## config.mk

```make
export PLATFORM = sky130hd
export DESIGN_NAME = edge_event_arbiter_flat
export DESIGN_NICKNAME = d
export VERILOG_FILES = /design/src/rtl/edge_event_arbiter_if.sv /design/src/rtl/edge_event_arbiter.sv /design/src/flat_wrapper.sv
export SDC_FILE = /design/constraint.sdc
export NUM_CORES = 1
export LEC_CHECK = 0
export ABC_AREA = 1
export CAP_MARGIN = 15
export CORE_MARGIN = 3
export CORE_UTILIZATION = 53
export CTS_CLUSTER_SIZE = 8
export DETAILED_ROUTE_END_ITERATION = 10
export PLACE_DENSITY_LB_ADDON = 0.12
export SYNTH_ARGS = -nofsm -noshare
export SYNTH_HDL_FRONTEND = slang
export SYNTH_SLANG_ARGS = --single-unit
export TNS_END_PERCENT = 100
```

## constraint.sdc

```tcl
create_clock -name clock -period 3.6 [get_ports clock]
set_input_delay 0.72 -clock clock [delete_from_list [all_inputs] [get_ports clock]]
set_output_delay 0.72 -clock clock [all_outputs]
set_load 0.05 [all_outputs]
```

## src/rtl/edge_event_arbiter_if.sv

```systemverilog
// Event port between edge_event_arbiter and its single downstream consumer.
//
// Signals:
//   event_valid    arbiter -> consumer  an event is offered
//   event_ready    consumer -> arbiter  consumer accepts the offered event
//   event_channel  arbiter -> consumer  channel index of the offered event
//   event_falling  arbiter -> consumer  offered event is a falling edge
//                                       (only with EDGE_EVENT_ARBITER_FALLING_EN)
//
// Modports: master = arbiter side, slave = consumer side.
// Configuration macro: EDGE_EVENT_ARBITER_FALLING_EN adds event_falling.

interface edge_event_arbiter_if #(
  parameter int CHANNELS = 4
);
  localparam int INDEX_WIDTH = (CHANNELS > 2) ? $clog2(CHANNELS) : 1;

  logic                   event_valid;
  logic                   event_ready;
  logic [INDEX_WIDTH-1:0] event_channel;
`ifdef EDGE_EVENT_ARBITER_FALLING_EN
  logic                   event_falling;
`endif

  modport master (
    input  event_ready,
    output event_valid,
    output event_channel
`ifdef EDGE_EVENT_ARBITER_FALLING_EN
    ,
    output event_falling
`endif
  );

  modport slave (
    output event_ready,
    input  event_valid,
    input  event_channel
`ifdef EDGE_EVENT_ARBITER_FALLING_EN
    ,
    input  event_falling
`endif
  );
endinterface

```

## src/rtl/edge_event_arbiter.sv

```systemverilog
// edge_event_arbiter: captures rising edges on CHANNELS level signals as
// per-channel pending events and serves them round-robin, one per transfer,
// through a single valid/ready event port.
//
// Ports:
//   clock           in   single clock, all state on rising edge
//   reset           in   asynchronous, active-high reset
//   signals         in   [CHANNELS] monitored levels, synchronous to clock
//   evt             if   master side of edge_event_arbiter_if
//                        (event_valid, event_ready, event_channel[, event_falling])
//   pending         out  [CHANNELS] per-channel pending event bits
//   overflow        out  [CHANNELS] sticky: edge seen while channel already pending
//   overflow_clear  in   [CHANNELS] per-bit clear of overflow (a new overflow wins)
//
// Configuration macro: EDGE_EVENT_ARBITER_FALLING_EN
//   When defined, falling edges are captured in a second pending vector and
//   offered with event_falling=1; per channel the rising event goes first.
//   When undefined, falling edges are ignored.

module edge_event_arbiter #(
  parameter int CHANNELS = 4
) (
  input  logic                clock,
  input  logic                reset,
  input  logic [CHANNELS-1:0] signals,
  edge_event_arbiter_if.master evt,
  output logic [CHANNELS-1:0] pending,
  output logic [CHANNELS-1:0] overflow,
  input  logic [CHANNELS-1:0] overflow_clear
);
  localparam int INDEX_WIDTH = (CHANNELS > 2) ? $clog2(CHANNELS) : 1;

  // Registered state
  logic [CHANNELS-1:0]    previous;
  logic [CHANNELS-1:0]    pend_rise;
  logic [CHANNELS-1:0]    overflow_q;
  logic                   valid_q;
  logic [INDEX_WIDTH-1:0] channel_q;
  logic [INDEX_WIDTH-1:0] pointer;

  // Combinational next-state
  logic [CHANNELS-1:0]    rise;
  logic [CHANNELS-1:0]    clr_rise;
  logic [CHANNELS-1:0]    pend_rise_next;
  logic [CHANNELS-1:0]    ovf_set;
  logic [CHANNELS-1:0]    overflow_next;
  logic [CHANNELS-1:0]    cand;
  logic                   transfer;
  logic                   found;
  logic [INDEX_WIDTH-1:0] sel;
  logic [INDEX_WIDTH-1:0] next_ptr;
  logic [INDEX_WIDTH:0]   slot;

`ifdef EDGE_EVENT_ARBITER_FALLING_EN
  logic                   falling_q;
  logic [CHANNELS-1:0]    pend_fall;
  logic [CHANNELS-1:0]    fall;
  logic [CHANNELS-1:0]    clr_fall;
  logic [CHANNELS-1:0]    pend_fall_next;
  logic                   sel_fall;
`endif

  always_comb begin
    rise     = signals & ~previous;
    transfer = valid_q & evt.event_ready;
    clr_rise = '0;
`ifdef EDGE_EVENT_ARBITER_FALLING_EN
    fall     = ~signals & previous;
    clr_fall = '0;
    if (transfer) begin
      if (falling_q) clr_fall[channel_q] = 1'b1;
      else           clr_rise[channel_q] = 1'b1;
    end
`else
    if (transfer) clr_rise[channel_q] = 1'b1;
`endif

    // Clear of the transferred bit and a new edge in the same cycle: the
    // edge wins and is not an overflow, since the old event just left.
    pend_rise_next = (pend_rise & ~clr_rise) | rise;
    ovf_set        = rise & pend_rise & ~clr_rise;
`ifdef EDGE_EVENT_ARBITER_FALLING_EN
    pend_fall_next = (pend_fall & ~clr_fall) | fall;
    ovf_set        = ovf_set | (fall & pend_fall & ~clr_fall);
`endif
    overflow_next = (overflow_q & ~overflow_clear) | ovf_set;

    // Candidates are the registered pending bits only: an edge seen this
    // cycle becomes offerable one clock later. The channel being
    // transferred is excluded so it cannot be reoffered back-to-back.
`ifdef EDGE_EVENT_ARBITER_FALLING_EN
    cand = pend_rise | pend_fall;
`else
    cand = pend_rise;
`endif
    if (transfer) cand[channel_q] = 1'b0;

    // First candidate at/after pointer, wrapping CHANNELS-1 -> 0.
    found = 1'b0;
    sel   = '0;
    slot  = '0;
    for (int unsigned i = 0; i < CHANNELS; i++) begin
      slot = {1'b0, pointer} + (INDEX_WIDTH+1)'(i);
      if (slot >= (INDEX_WIDTH+1)'(CHANNELS))
        slot = slot - (INDEX_WIDTH+1)'(CHANNELS);
      if (!found && cand[slot[INDEX_WIDTH-1:0]]) begin
        found = 1'b1;
        sel   = slot[INDEX_WIDTH-1:0];
      end
    end
`ifdef EDGE_EVENT_ARBITER_FALLING_EN
    sel_fall = ~pend_rise[sel];
`endif

    if (channel_q == INDEX_WIDTH'(CHANNELS - 1)) next_ptr = '0;
    else                                         next_ptr = channel_q + 1'b1;
  end

  always_ff @(posedge clock or posedge reset) begin
    if (reset) begin
      previous   <= '0;
      pend_rise  <= '0;
      overflow_q <= '0;
      valid_q    <= 1'b0;
      channel_q  <= '0;
      pointer    <= '0;
`ifdef EDGE_EVENT_ARBITER_FALLING_EN
      pend_fall  <= '0;
      falling_q  <= 1'b0;
`endif
    end else begin
      previous   <= signals;
      pend_rise  <= pend_rise_next;
      overflow_q <= overflow_next;
`ifdef EDGE_EVENT_ARBITER_FALLING_EN
      pend_fall  <= pend_fall_next;
`endif
      if (transfer) pointer <= next_ptr;
      // An outstanding offer is only replaced after it transfers.
      if (!valid_q || transfer) begin
        valid_q <= found;
        if (found) begin
          channel_q <= sel;
`ifdef EDGE_EVENT_ARBITER_FALLING_EN
          falling_q <= sel_fall;
`endif
        end
      end
    end
  end

  assign evt.event_valid   = valid_q;
  assign evt.event_channel = channel_q;
`ifdef EDGE_EVENT_ARBITER_FALLING_EN
  assign evt.event_falling = falling_q;
  assign pending           = pend_rise | pend_fall;
`else
  assign pending           = pend_rise;
`endif
  assign overflow          = overflow_q;

endmodule
```

## src/flat_wrapper.sv

```systemverilog
// flat-port wrapper written by rule: the top's interface ports become plain ports
module edge_event_arbiter_flat 
#(
  parameter int CHANNELS = 4
)
  (clock, reset, signals, pending, overflow, overflow_clear, evt_event_ready, evt_event_valid, evt_event_channel);
  edge_event_arbiter_if #(.CHANNELS(CHANNELS)) evt_i ();
  input  logic clock;
  input  logic reset;
  input  logic [CHANNELS-1:0] signals;
  output logic [CHANNELS-1:0] pending;
  output logic [CHANNELS-1:0] overflow;
  input  logic [CHANNELS-1:0] overflow_clear;
  input wire logic [$bits(evt_i.event_ready)-1:0] evt_event_ready;
  output wire logic [$bits(evt_i.event_valid)-1:0] evt_event_valid;
  output wire logic [$bits(evt_i.event_channel)-1:0] evt_event_channel;
  assign evt_i.event_ready = evt_event_ready;
  assign evt_event_valid = evt_i.event_valid;
  assign evt_event_channel = evt_i.event_channel;
  edge_event_arbiter #(.CHANNELS(CHANNELS)) u_core (.clock(clock), .reset(reset), .signals(signals), .evt(evt_i), .pending(pending), .overflow(overflow), .overflow_clear(overflow_clear));
endmodule
```

# --- After elaboration in Yosys (flattened, before gate mapping) ---
# Cells that the tools add are included.
totals:
  latch_bits: 0
  ram_bits: 0
  input_bits: 11
  reg_bits: 17
  romBits: 0
  output_inout_bits: 11
  word_cells: 73
  memories: 0
classes:
  n_lt_le_gt_ge: 10
  reduce_logical: 10
  bitwise: 13
  n_addsub: 8
  n_eq_ne: 1
  div: 0
  muxes: 25
  shifts: 0
  multipliers: 0
op_table:
  columns: ["op", "count"]
  rows:
  - ["$and 4x4->4", 6]
  - ["$mux 2", 9]
  - ["$not 4->4", 4]
  - ["$lt 2x3->1 const B", 5]
  - ["$ge 3x3->1 const B", 3]
  - ["$mux 1", 9]
  - ["$bmux 1 s2", 4]
  - ["$mux 4", 2]
  - ["$or 4x4->4", 2]
  - ["$sub 2x1->2 const B", 4]
  - ["$add 2x2->3 const B", 2]
  - ["$logic_and 1x1->1", 4]
  - ["$logic_not 1->1", 4]
  - ["$add 2x1->3 const B", 1]
  - ["$ge 2x3->1 const B", 1]
  - ["$add 2x1->2 const B", 1]
  - ["$demux 1 s2", 1]
  - ["$eq 2x2->1 const B", 1]
  - ["$ge 2x1->1 const B", 1]
  - ["$reduce_and 2->1", 1]
  - ["$and 1x1->1", 1]
  - ["$logic_or 1x1->1", 1]

# --- Depth between registers and ports, before layout ---
# Gate-level depths: netlist (run 1).
logic_depth:
  word_depth: 20
  ltp_mapped: 14
  ltp_nobuf: 14

# --- Worst setup path after synthesis (run 1) ---
# No wires, ideal clock.
synth_path:
  kind: "reg-to-reg"
  start: "register u_core.channel_q[0], in the netlist u_core.evt.event_channel[0]"
  end: "register u_core.channel_q[0], in the netlist u_core.evt.event_channel[0]"
  t_required_ns: 3.482
  synth_period_minus_slack_ns: 1.865
  setup_time_ns: 0.118
  slack_ns: 1.735
  arrival_ns: 1.747
  path_stages_with_launch: 13
  n_path_buf: 0
  cell_sequence: "dfrtp_1 -> inv_1 -> ha_1 -> nand3_2 -> nand2_1 -> nand2_1 -> nand2_2 -> nor2_1 -> nor2_1 -> nor2_1 -> nand2_1 -> nand3_1 -> nand2_1"
synth_between:
  elab_chain_len: 20
  word_cells_on_any_way: 31
  cone_classes: "2 x order compare; 19 x mux; 2 x bitwise; 8 x reduce/logical"
synth_rtl:
  columns: ["item", "line_no", "text"]
  rows:
  - ["start, declared", "edge_event_arbiter.sv:38", "logic [INDEX_WIDTH-1:0] channel_q;"]
  - ["start signal, assigned", "edge_event_arbiter.sv:143", "channel_q <= sel;"]
  - ["$lt 2x3->1 (not written as such) or $ge 2x1->1 (tied branches)", "edge_event_arbiter.sv:96", "if (transfer) cand[channel_q] = 1'b0;"]
  - ["$logic_and 1x1->1 (not written as such)", "edge_event_arbiter.sv:96", null]
  - ["$mux 1 (not written as such)", "edge_event_arbiter.sv:96", null]
  - ["$demux 1 s2 (*)", null, null]
  - ["$not 4->4 (no line) (*)", null, null]
  - ["$and 4x4->4 (no line) (*)", null, null]
  - ["$mux 4 (*)", "edge_event_arbiter.sv:96", null]
  - ["$bmux 1 s2", "edge_event_arbiter.sv:106", "if (!found && cand[slot[INDEX_WIDTH-1:0]]) begin"]
  - ["[... 4 more ...]", null, null]
  - ["$mux 1", "edge_event_arbiter.sv:106", null]
  - ["$logic_not 1->1", "edge_event_arbiter.sv:106", null]
  - ["$logic_and 1x1->1", "edge_event_arbiter.sv:106", null]
  - ["$mux 1", "edge_event_arbiter.sv:106", null]
  - ["$logic_not 1->1", "edge_event_arbiter.sv:106", null]
  - ["$logic_and 1x1->1", "edge_event_arbiter.sv:106", null]
  - ["$mux 1", "edge_event_arbiter.sv:106", null]
  - ["$reduce_and 2->1 (no line)", null, null]
# Every way passes the cells marked *; elsewhere a longest branch is shown, timed or not. The select of a mux whose other input is x is not followed.
# A chain may end at the register's enable or synchronous reset.

# --- Worst setup path after layout (run 1) ---
layout_path:
  start: "register u_core.valid_q, in the netlist u_core.evt.event_valid"
  end: "output port evt_event_valid"
layout_rtl:
  columns: ["item", "line_no", "text"]
  rows:
  - ["start, declared", "edge_event_arbiter.sv:37", "logic valid_q;"]
  - ["start signal, assigned", "edge_event_arbiter.sv:141", "valid_q <= found;"]
  - ["end, declared", "flat_wrapper.sv:15", "output wire logic [$bits(evt_i.event_valid)-1:0] evt_event_valid;"]
# No word-level cell between the ends.

==> results of run 1 <==
[flip-flops by register name, summed over array words and instances, names as in the netlist]
signal	flops
u_core.evt.event_valid	1
u_core.pending	4
u_core.pointer	2
u_core.previous	4
u_core.evt.event_channel	2
u_core.overflow	4
[layout make-up]
type / count / area [sq um]
clock buffer: 4 / 26.3
fill: 160 / 512
inverter: 20 / 75.1
multi-input combinational: 86 / 484
sequential: 17 / 425
tap: 25 / 31.3
timing repair buffer: 21 / 210
[metrics by stage]
step | power [mW] | cells | cell area (sq um)
2_1_floorplan | 0.968 | 125 | 1010
3_3_place_gp | 1.15 | 169 | 1230
3_5_place_dp | 1.17 | 169 | 1230
4_1_cts | 1.27 | 173 | 1250
5_1_grt | 1.38 | 173 | 1250
6_report | 1.27 | 173 | 1250
[how the worst max path moves through the flow]
stage | end | slack (ns) | depth (start not counted)
6_report | evt_event_valid | 1.23 | 1
5_1_grt | evt_event_valid | 1.14 | 1
4_1_cts | evt_event_valid | 1.23 | 1
3_5_place_dp | u_core.evt.event_channel[0]$_DFFE_PP0P_ | 1.18 | 12
3_3_place_gp | u_core.evt.event_channel[0]$_DFFE_PP0P_ | 1.21 | 12
2_1_floorplan | u_core.evt.event_channel[0]$_DFFE_PP0P_ | 1.73 | 12
[cell usage in the layout (no fill, tap or decap), drive strengths merged]
master	Yosys	final
nand4	3	3
inv	20	20
a21oi	1	1
ha	4	4
o31ai	1	1
nand3	19	19
nor2	13	13
o22ai	5	5
clkbuf	0	4
clkdlybuf4s50	0	21
nand2	39	39
dfrtp	17	17
o21ai	1	1
[report_power, final]
| part | leakage [nW] | internal, mW | switching, mW |
|---|---|---|---|
| logic | 0.417 | 0.281 | 0.554 |
| clock network | 0.0150 | 0.0431 | 0.0579 |
| registers | 0.196 | 0.253 | 0.0837 |
| total | 0.628 | 0.577 | 0.695 |
[kinds of logic after synthesis]
| logic type | Yosys count | synth area share [%] |
|---|---|---|
| buffers and inverters | 22 | 9.69 |
| AND/OR/NAND/NOR | 74 | 37.6 |
| adder cells (fa/ha/maj) | 4 | 4.97 |
| flip-flops | 17 | 42.2 |
| AO/OA/AOI/OAI | 8 | 5.46 |
[metal layers]
metal,track usage (%),wire (um)
met3,4.53,118
met4,6.91,51
met2,32.2,964
met5,0,0
met1,24.1,867
==> run summary, run 1 <==
H-tree levels - 1
Residual DRC - 0
outcome - finished clean
Syn Nets - 140
Final Wtd Congestion - 0.856
worst reg2reg setup slack - 1.85 ns
max incr delay on CP - 0.86 ns
number of port buffers - 21
die height - 49.6 um
cell accounting for the most synthesized area - dfrtp_1
Peak VDD IR - 628 uV
fin nets - 164
clock buffer depth - 2
Setup Viol. Count Final - 0
Netlist cell types - 19
EDFF count, synth - 0
fin crit period - 2.37 ns
setup_tns - 0 ns
Avg Cell Area, Syn - 8.06 sq um
DR vias - 893
largest net degree at the start of global routing - 18
critical-path cell with the highest stage delay - clkdlybuf4s50_1
slew margin rel. - 57.4%
die width - 49.6 um
Hold Path Depth - 3
post-synthesis async set-or-reset flop share - 100%
crit path buf inv count - 1
Max Cap Viol - 0
Reg clk slew, reported paths - 0.09 ns
Iter 0 DRT Violations - 32
Vias/cell - 5.16
# clock sinks - 17
hold_sp - u_core.previous[0]$_DFF_PP0_
DRT antenna net count - 0
CP arrival - 1.65 ns
critical path, cell by cell - clkdlybuf4s50_1
Yosys top cell area share - 42.2%
Clock Latency Late Sink - 0.29 ns
Synth Flop Type - dfrtp_1
crit end category - output pin
Fin Clk Skew - 0.000750 ns
synth top area cells - dfrtp_1, nand2_1, nand3_1, inv_1, nand3_2
Seq/Total Area, Yosys - 42.2%
die area - 0.00246 sq mm
Mapped Cells - 125
final WL - 2000 um
Leak Pwr - 0.628 nW
crit share post-route - 65.8%
initial antenna violation count - 0
Ports - 22
fin util - 71.0%
RSZ-0062 raised after global routing - false
Seq cells post-synth - 17
wire length per cell - 11.6 um
Initial Util - 57.1%
crit start category - flip-flop
TritonCTS clock tree - built
Hold Path End - u_core.pending[0]$_DFF_PP0_
Worst EP required - 2.88 ns
yosys warns - 0
post-place setup slack - 1.18 ns
row cnt - 15
crit-path max FO - 7
Initial DRT Pass Iterations - 4
crit path from - u_core.evt.event_valid$_DFFE_PP0P_
Tightest Pin Transition - 0.638 ns
r2r startpoint - u_core.evt.event_channel[0]$_DFFE_PP0P_
Final Hold Fails - 0
CP delay by family, top - buffers and inverters
worst hold path type - reg -> reg
pins over their slew limit - 0
first-pass GRT wire length - 3730 um
post-cts hold buffer count - 0
Post-Syn Area - 0.00101 sq mm
most common cell in the netlist - nand2_1
CTS root buffer - clkbuf_4
R2R cell count - 11
Post-synth top cells - nand2_1, dfrtp_1, inv_1
area grow syn2layout - 24.3%
layout cells sized above 1 - 16.9%
number of global-route vias before repair - 906
post-CTS setup buffers - 0
worst hold slack - 0.511 ns
Ant. Diodes - 0
gr usage total - 19.3%
P per Cell Area - 1020 mW/mm^2
Setup Crit Path Kind - reg -> out
Core ar. - 0.00176 sq mm
post_cts resized - 0
hpwl dp - 1580 um
Final Worst Setup Slack - 1.23 ns
FMAX - 422 MHz
CTS Buf Count - 3
grt total ovfl - 0
FF-to-FF End - u_core.evt.event_channel[0]$_DFFE_PP0P_
Note: power is estimated with default switching activity, not from simulation.
==> run 2, diff against run 1 <==
CORE_UTILIZATION = 44   (was 53)
clock period = 1.95 ns   (was 3.6 ns; I/O delays follow)
==> run 2 against run 1 <==
Non-clock buffer count grew 4. Worst hold slack lost 0.047 ns. Largest cell class unchanged. Largest power group unchanged. Critical path type unchanged. Setup slack lost 1.2 ns. Clock-buffer cell count shrank 1. Sequential power grew 85%. Design area grew 1.9%. Total power grew 90%. Highest routed layer unchanged.
==> run summary, run 2 (synthesis gave the netlist of run 1 again) <==
leading cell type in the layout, fill and taps excluded - nand2_1
DR vias - 899
fin crit period - 1.87 ns
Tightest Pin Transition - 0.649 ns
DRT antenna net count - 0
Worst EP required - 1.56 ns
number of port buffers - 21
post-CTS setup buffers - 0
outcome - finished clean
gr usage total - 17.5%
Setup Viol. Count Final - 0
Final Wtd Congestion - 0.923
clock buffer depth - 2
CP delay by family, top - buffers and inverters
Core ar. - 0.00206 sq mm
Leak Pwr - 0.656 nW
GR Util met2 - 28.2%
first-pass GRT wire length - 3620 um
Ports - 22
wire length per cell - 12.2 um
layout cells sized above 1 - 23.7%
TritonCTS clock tree - built
pins over their slew limit - 0
grt total ovfl - 0
initial antenna violation count - 0
Residual DRC - 0
Iter 0 DRT Violations - 18
CTS root buffer - clkbuf_4
post-cts hold buffer count - 0
fin nets - 168
P per Cell Area - 1890 mW/mm^2
Initial DRT Pass Iterations - 5
# clock sinks - 17
max incr delay on CP - 0.81 ns
Final Hold Fails - 0
Ant. Diodes - 0
met3 usage - 4.99%
crit share post-route - 95.9%
Reg clk slew, reported paths - 0.11 ns
Final Worst Setup Slack - 0.0805 ns
RSZ-0062 raised after global routing - false
slew margin rel. - 56.7%
critical path, cell by cell - clkdlybuf4s50_1
crit path buf inv count - 1
worst hold path type - in -> async
GR Layer Usage met1 - 21.9%
final non-filler cell area - 0.00128 sq mm
crit start category - flip-flop
FMAX - 535 MHz
CTS Buf Count - 3
number of global-route vias before repair - 848
die height - 53.8 um
post-place setup slack - -0.117 ns
placed inst area - 0.00124 sq mm
Vias/cell - 5.02
H-tree levels - 1
critical-path cell with the highest stage delay - clkdlybuf4s50_1
Fill cells - 190
GRT busiest layer - met2
fin util - 61.9%
Initial Util - 48.8%
die area - 0.00290 sq mm
crit end category - output pin
row cnt - 16
Fin Clk Skew - 0.00153 ns
hpwl dp - 1680 um
worst reg2reg setup slack - 0.17 ns
most frequent cells in the layout - nand2_1, inv_1, dfrtp_1, clkdlybuf4s50_1, nand3_1
CP arrival - 1.48 ns
Peak VDD IR - 1170 uV
Max Cap Viol - 0
Setup Crit Path Kind - reg -> out
crit-path max FO - 2
area grow syn2layout - 26.7%
Clock Latency Late Sink - 0.30 ns
final WL - 2190 um
largest net degree at the start of global routing - 18
die width - 53.8 um
setup_tns - 0 ns
-- run 2: cell count changes in the layout (fill, tap and decap cells not counted), sizes merged --
cell,previous run,this run
dlymetal6s2s,0,1
buf,0,10
clkinvlp,0,1
clkdlybuf4s50,21,14
clkbuf,4,3
-- run 2: report_power, final --
group | internal (mW) | switching, mW | total [mW] | leakage (nW)
clock network | 0.0782 | 0.121 | 0.199 | 0.0139
logic | 0.542 | 1.05 | 1.59 | 0.446
registers | 0.467 | 0.156 | 0.623 | 0.196
total | 1.09 | 1.33 | 2.41 | 0.656
-- run 2: final timing paths --
check                                                        start  cells after the start                                 endpoint
setup reg to reg           u_core.evt.event_channel[0]$_DFFE_PP0P_                     11  u_core.evt.event_channel[0]$_DFFE_PP0P_
max in group asynchronous                                    reset                      2             u_core.previous[3]$_DFF_PP0_
hold reg to reg                       u_core.previous[2]$_DFF_PP0_                      3              u_core.pending[2]$_DFF_PP0_
min in group clock                    u_core.previous[2]$_DFF_PP0_                      3              u_core.pending[2]$_DFF_PP0_
setup / recovery                      u_core.overflow[1]$_DFF_PP0_                      1                              overflow[1]
hold / removal                                               reset                      2             u_core.previous[0]$_DFF_PP0_
-- run 2: area by class of cell --
| class | instances | area [sq um] | share of cell area, % |
|---|---|---|---|
| repair buffers | 25 | 228 | 17.8 |
| inverters | 20 | 75.1 | 5.88 |
| clock inverters | 1 | 7.51 | 0.588 |
| clock buffers | 3 | 22.5 | 1.76 |
| well taps | 27 | 33.8 | 2.65 |
| flip-flops and latches | 17 | 425 | 33.3 |
| multi-input cells | 86 | 484 | 37.9 |
-- run 2: stage by stage --
| step | hold WS [ns] | total power, mW | instances |
|---|---|---|---|
| floorplan | 0.316 | 1.79 | 125 |
| global placement | 0.489 | 2.16 | 175 |
| detailed placement | 0.490 | 2.19 | 175 |
| CTS | 0.480 | 2.42 | 179 |
| global route | 0.542 | 2.60 | 179 |
| finish | 0.464 | 2.41 | 179 |
-- run 2: timing repair --
action / in CTS / in global routing
endpoints found under the setup margin: 0 / 1
endpoints found under the hold margin: 0 / 0
resized for setup: 0 / 1
-- run 2: routing by layer --
layer,part of all wire (%),vias to the layer above
met5,0,-
met4,2.2,0
met3,7.8,10
met2,51,43
met1,39,394
li1,-,452
